File: config.mk
export PLATFORM = sky130hd
export DESIGN_NAME = level_meter
export DESIGN_NICKNAME = d
export VERILOG_FILES = /design/src/rtl/level_meter.sv
export SDC_FILE = /design/constraint.sdc
export NUM_CORES = 1
export LEC_CHECK = 0
export ABC_CLOCK_PERIOD_IN_PS = 3350
export CORE_MARGIN = 3
export CORE_UTILIZATION = 40
export DETAILED_ROUTE_END_ITERATION = 6
export MAX_ROUTING_LAYER = met4
export PLACE_DENSITY_LB_ADDON = 0.25
export SYNTH_ARGS = -nofsm -noshare
export SYNTH_HDL_FRONTEND = slang
export SYNTH_SLANG_ARGS = --single-unit
File: constraint.sdc
create_clock -name dclk -period 3.35 [get_ports dclk]
set_input_delay 0.5025 -clock dclk [delete_from_list [all_inputs] [get_ports dclk]]
set_output_delay 0.5025 -clock dclk [all_outputs]
set_load 0.02 [all_outputs]
File: src/rtl/level_meter.sv
// LED bar-graph back end: instant-attack / stepped-decay bar plus optional peak-hold dot.
// Peak-hold logic is compiled in only when LEVEL_METER_PEAK_EN is defined.
module level_meter #(
    parameter int unsigned BUS_WIDTH    = 6,
    parameter int unsigned DECAY_CYCLES = 16,
    parameter int unsigned HOLD_CYCLES  = 64
) (
    input  logic                 dclk,
    input  logic                 rst_n,
    input  logic [BUS_WIDTH-1:0] level,
    input  logic                 level_valid,
    output logic [7:0]           bar,
    output logic [7:0]           peak_led
);

    localparam logic [15:0] DECAY_LAST = 16'(DECAY_CYCLES - 1);

    logic [BUS_WIDTH-1:0] level_shift;
    logic [3:0]           q;
    logic                 attack;
    logic [3:0]           bar_level_q, bar_level_d;
    logic [15:0]          dcnt_q, dcnt_d;

    // Top three bits of the level select segments 1..8; only a true zero shows nothing.
    always_comb begin
        level_shift = level >> (BUS_WIDTH - 3);
        q           = (level == '0) ? 4'd0 : {1'b0, level_shift[2:0]} + 4'd1;
    end

    always_comb begin
        // NOTE: every _d takes its hold value first so no path leaves it unassigned (no latch).
        bar_level_d = bar_level_q;
        dcnt_d      = dcnt_q;
        attack      = level_valid && (q >= bar_level_q);
        if (attack) begin
            bar_level_d = q;
            dcnt_d      = '0;
        end else if (bar_level_q != 4'd0) begin
            if (dcnt_q == DECAY_LAST) begin
                bar_level_d = bar_level_q - 4'd1;
                dcnt_d      = '0;
            end else begin
                dcnt_d = dcnt_q + 16'd1;
            end
        end else begin
            dcnt_d = '0;
        end
    end

    // NOTE: registered state is updated only with non-blocking assignments.
    always_ff @(posedge dclk or negedge rst_n) begin
        if (!rst_n) begin
            bar_level_q <= '0;
            dcnt_q      <= '0;
        end else begin
            bar_level_q <= bar_level_d;
            dcnt_q      <= dcnt_d;
        end
    end

    always_comb begin
        bar = '0;
        for (int i = 0; i < 8; i++) begin
            bar[i] = (4'(i) < bar_level_q);
        end
    end

`ifdef LEVEL_METER_PEAK_EN
    localparam logic [1:0] IDLE = 2'd0;
    localparam logic [1:0] HOLD = 2'd1;
    localparam logic [1:0] FALL = 2'd2;

    localparam logic [15:0] HOLD_LAST = 16'(HOLD_CYCLES - 1);

    logic [1:0]  state_q, state_d;
    logic [3:0]  peak_level_q, peak_level_d;
    logic [15:0] pcnt_q, pcnt_d;
    logic        capture;

    always_comb begin
        state_d      = state_q;
        peak_level_d = peak_level_q;
        pcnt_d       = pcnt_q;
        capture      = level_valid && (q != 4'd0) && (q >= peak_level_q);
        if (capture) begin
            peak_level_d = q;
            pcnt_d       = '0;
            state_d      = HOLD;
        end else begin
            case (state_q)
                HOLD: begin
                    if (pcnt_q == HOLD_LAST) begin
                        pcnt_d  = '0;
                        state_d = FALL;
                    end else begin
                        pcnt_d = pcnt_q + 16'd1;
                    end
                end
                FALL: begin
                    if (pcnt_q == DECAY_LAST) begin
                        pcnt_d = '0;
                        // The dot never drops onto or below the live bar.
                        if (peak_level_q > bar_level_q) begin
                            peak_level_d = peak_level_q - 4'd1;
                            if (peak_level_q == 4'd1) begin
                                state_d = IDLE;
                            end
                        end
                    end else begin
                        pcnt_d = pcnt_q + 16'd1;
                    end
                end
                default: begin
                    state_d      = IDLE;
                    peak_level_d = '0;
                    pcnt_d       = '0;
                end
            endcase
        end
    end

    always_ff @(posedge dclk or negedge rst_n) begin
        if (!rst_n) begin
            state_q      <= IDLE;
            peak_level_q <= '0;
            pcnt_q       <= '0;
        end else begin
            state_q      <= state_d;
            peak_level_q <= peak_level_d;
            pcnt_q       <= pcnt_d;
        end
    end

    always_comb begin
        peak_led = '0;
        for (int i = 0; i < 8; i++) begin
            peak_led[i] = (peak_level_q == 4'(i + 1));
        end
    end
`else
    // HOLD_CYCLES has no consumer when the dot is compiled out.
    logic unused_hold;
    assign unused_hold = ^HOLD_CYCLES;
    assign peak_led    = '0;
`endif

endmodule

==> key figures <==
Run status
  – Status: finished, final reports clean

Finish
  – Layout cells sized above 1: 4.85%
  – Final non-filler cell total: 209
  – Area growth, synth to finish: 16.5%
  – Final core utilization: 49.1%
  – Antenna fix cells: 0
  – Final nets: approximately 180

Synth
  – Synthesized cell area: around 1300 sq um
  – Synthesis-stage register bit count: 20
  – Synth cell types: 30
  – Syn Area/Cell: between 8 and 9 sq um
  – Post-synth ARST share: 100%
  – Post-synthesis cell count: 147
  – Main synth FF type: dfrtp_1
  – Number of synthesized flops with an enable pin: 0
  – Sequential element share of the synthesized area: 38.6%
  – YS warnings: 0

Floorplanning
  – Core Area: around 3100 sq um
  – Chip height: around 63 um
  – Die width: 63.0 um
  – Die area: 3960 sq um
  – # rows: 20
  – IO Count: 25
  – Initial Util: 42.2%

Clocking
  – Root Buffer: clkbuf_4
  – H-tree depth: 1
  – Total CTS buffers: 3
  – Clk_lat worst skew: 0.30 ns
  – Hold-fix buffer count after cts: 0
  – PostCTS Resize Cnt: 0
  – CTS tree: yes
  – # clock sinks: 20
  – Clock transition at path regs: between 0.1 and 0.15 ns
  – Clk buf depth: 2
  – Post-CTS setup buffers: 0

STA
  – Slew Limit Fails: 0
  – Setup tns final: 0 ns
  – Hold WS: between 0.4 and 0.5 ns
  – Finish-stage setup viols: 0
  – Relative slew margins: 41.6%
  – Worst Skew: approximately 0.009 ns
  – Final critical-path share of the clock period: 77.8%
  – Tmin final: 2.61 ns
  – RSZ-0062 raised after global routing: false
  – Final hold violations: 0
  – Max Fclk: around 380 MHz
  – Worst-margin pin slew: 0.873 ns

Worst setup path
  – Kind of start point of the critical path: input pin
  – Crit. End Element: flop
  – Worst path required time: 3.55 ns
  – Critical Path Fanout Max: 16
  – Crit path DAT: roughly 2.8 ns
  – Crit path kind: input pin to flop

Pwr
  – Worst vdd ir: 0.332 mV
  – Total Power: 0.954 mW
  – Pwr per Cell Area: 631 nW/um^2
  – LEAKAGE: 0.648 nW

Global route
  – Vias in the first global route: 1,056
  – Remaining global-route overflow: 0
  – All-Layer GR Usage: approximately 14%
  – Largest net degree at the start of global routing: 21
  – First-pass GRT wire length: 4610 um
  – Antenna violations before repair: 0

Placed design
  – Gpl congestion: 0.809
  – I/O Buffers: 16
  – Post-DP HPWL: roughly 2000 um
  – Post-placement cell count: 205

Routing
  – Number of vias per cell: 5.01
  – DR vias: 1,047
  – First DRT Iteration DRCs: 35
  – Routed WL: 2530 um
  – ANT nets after route: 0
  – Drt first pass iters: 4
  – Routed len/inst: 12.1 um
  – Residual DRC: 0

Run
  – Max Cap Viol: 0

Hold path
  – Worst min-delay path category: flop to flop
==> Yosys cell counts (all sizes together), types with 2 or more instances <==
library cell  number  share of area (%)
or3                5                2.4
nand4              4                3.1
ha                 9                8.7
nor2              22                6.4
nor3               6                2.3
a21oi              3                1.2
inv               10                2.9
nand2              7                2.0
dfrtp             20                 39
a31oi              4                1.9
xnor2             12                8.1
and3               2               0.96
o21ai             10                3.9
or4                2                1.4
nor3b              2                1.2
nand3              4                1.5
buf                9                5.2
nor4               6                2.9
==> path summary, 6_finish.rpt <==
kind                           startpoint    endpoint  slack [ns]  cells after the start
min in group asynchronous           rst_n  dcnt_q[13]        0.68                      1
hold / removal                  dcnt_q[0]   dcnt_q[0]        0.49                      1
hold reg to reg                 dcnt_q[0]   dcnt_q[0]        0.49                      1
setup / recovery                 level[4]  dcnt_q[11]        0.74                      9
setup reg to reg           bar_level_q[3]  dcnt_q[11]        1.46                      6
max in group asynchronous           rst_n   dcnt_q[0]        2.13                      1
==> layer usage <==
metal | routed length, um | track usage (%) | up-vias
met5 | 0 | - | -
met2 | 1230 | 24.0 | 15
met1 | 1210 | 18.1 | 496
met4 | 6 | 1.65 | 0
met3 | 91 | 3.78 | 2
li1 | - | - | 534
==> metrics by stage <==
step	instance area [sq um]	setup slack [ns]
3_5_place_dp	1480	0.453
6_report	1510	0.744
2_1_floorplan	1320	0.862
4_1_cts	1510	0.743
3_3_place_gp	1480	0.596
5_1_grt	1510	0.546
==> worst max-delay path: stages <==
cell             delay [ns]
clkdlybuf4s50_1        0.45
nor4_1                 0.47
a21boi_0               0.24
ha_1                   0.32
o21ai_0                0.07
o21a_1                 0.23
o211ai_1               0.19
buf_4                  0.24
nor2_1                 0.08
==> placed cells by master (no fill, tap or decap) <==
master	instances
clkbuf_4	3
inv_1	10
xnor2_1	12
or3_1	5
nand4_4	1
o41ai_1	1
nor2_1	22
a21o_1	1
and3_1	2
or4_1	1
nand2_1	7
or4_4	1
o21ai_0	10
ha_1	9
a31oi_1	4
xor2_1	1
nand4_1	3
or2_2	1
nor3b_1	2
nor3_1	6
o211ai_1	1
nand4b_1	1
buf_4	1
clkdlybuf4s50_1	16
nand3_1	4
o21a_1	1
nor4_1	6
a21boi_0	1
a21oi_1	3
conb_1	8
dfrtp_1	20
clkbuf_8	1
==> cell type report <==
cell class | count | area (sq um)
fill | 294 | 1570
inverter | 10 | 37.5
clock buffer | 4 | 36.3
tap | 44 | 55.1
timing repair buffer | 17 | 168
multi-input combinational | 114 | 714
sequential | 20 | 500
==> report_power, final <==
part	internal (mW)	switching (mW)	total (mW)	leakage, nW
registers	0.298	0.0751	0.374	0.260
clock network	0.0663	0.0711	0.137	0.0210
logic	0.190	0.252	0.443	0.367
==> cell families (layout without fill, tap and decap cells) <==
| family | count (synthesis) | after routing | share of synthesized area [%] |
|---|---|---|---|
| AND/OR/NAND/NOR | 62 | 62 | 25.4 |
| other | 1 | 8 | 0.289 |
| AO/OA/AOI/OAI | 22 | 22 | 9.93 |
| flip-flops | 20 | 20 | 38.6 |
| XOR/XNOR | 13 | 13 | 8.78 |
| buffers and inverters | 20 | 31 | 8.39 |
| adder cells (fa/ha/maj) | 9 | 9 | 8.68 |
==> flip-flops by register name, indices dropped and copies added, names as in the netlist <==
signal	count
dcnt_q	16
bar_level_q	4
(Power assumes the default switching activity.)
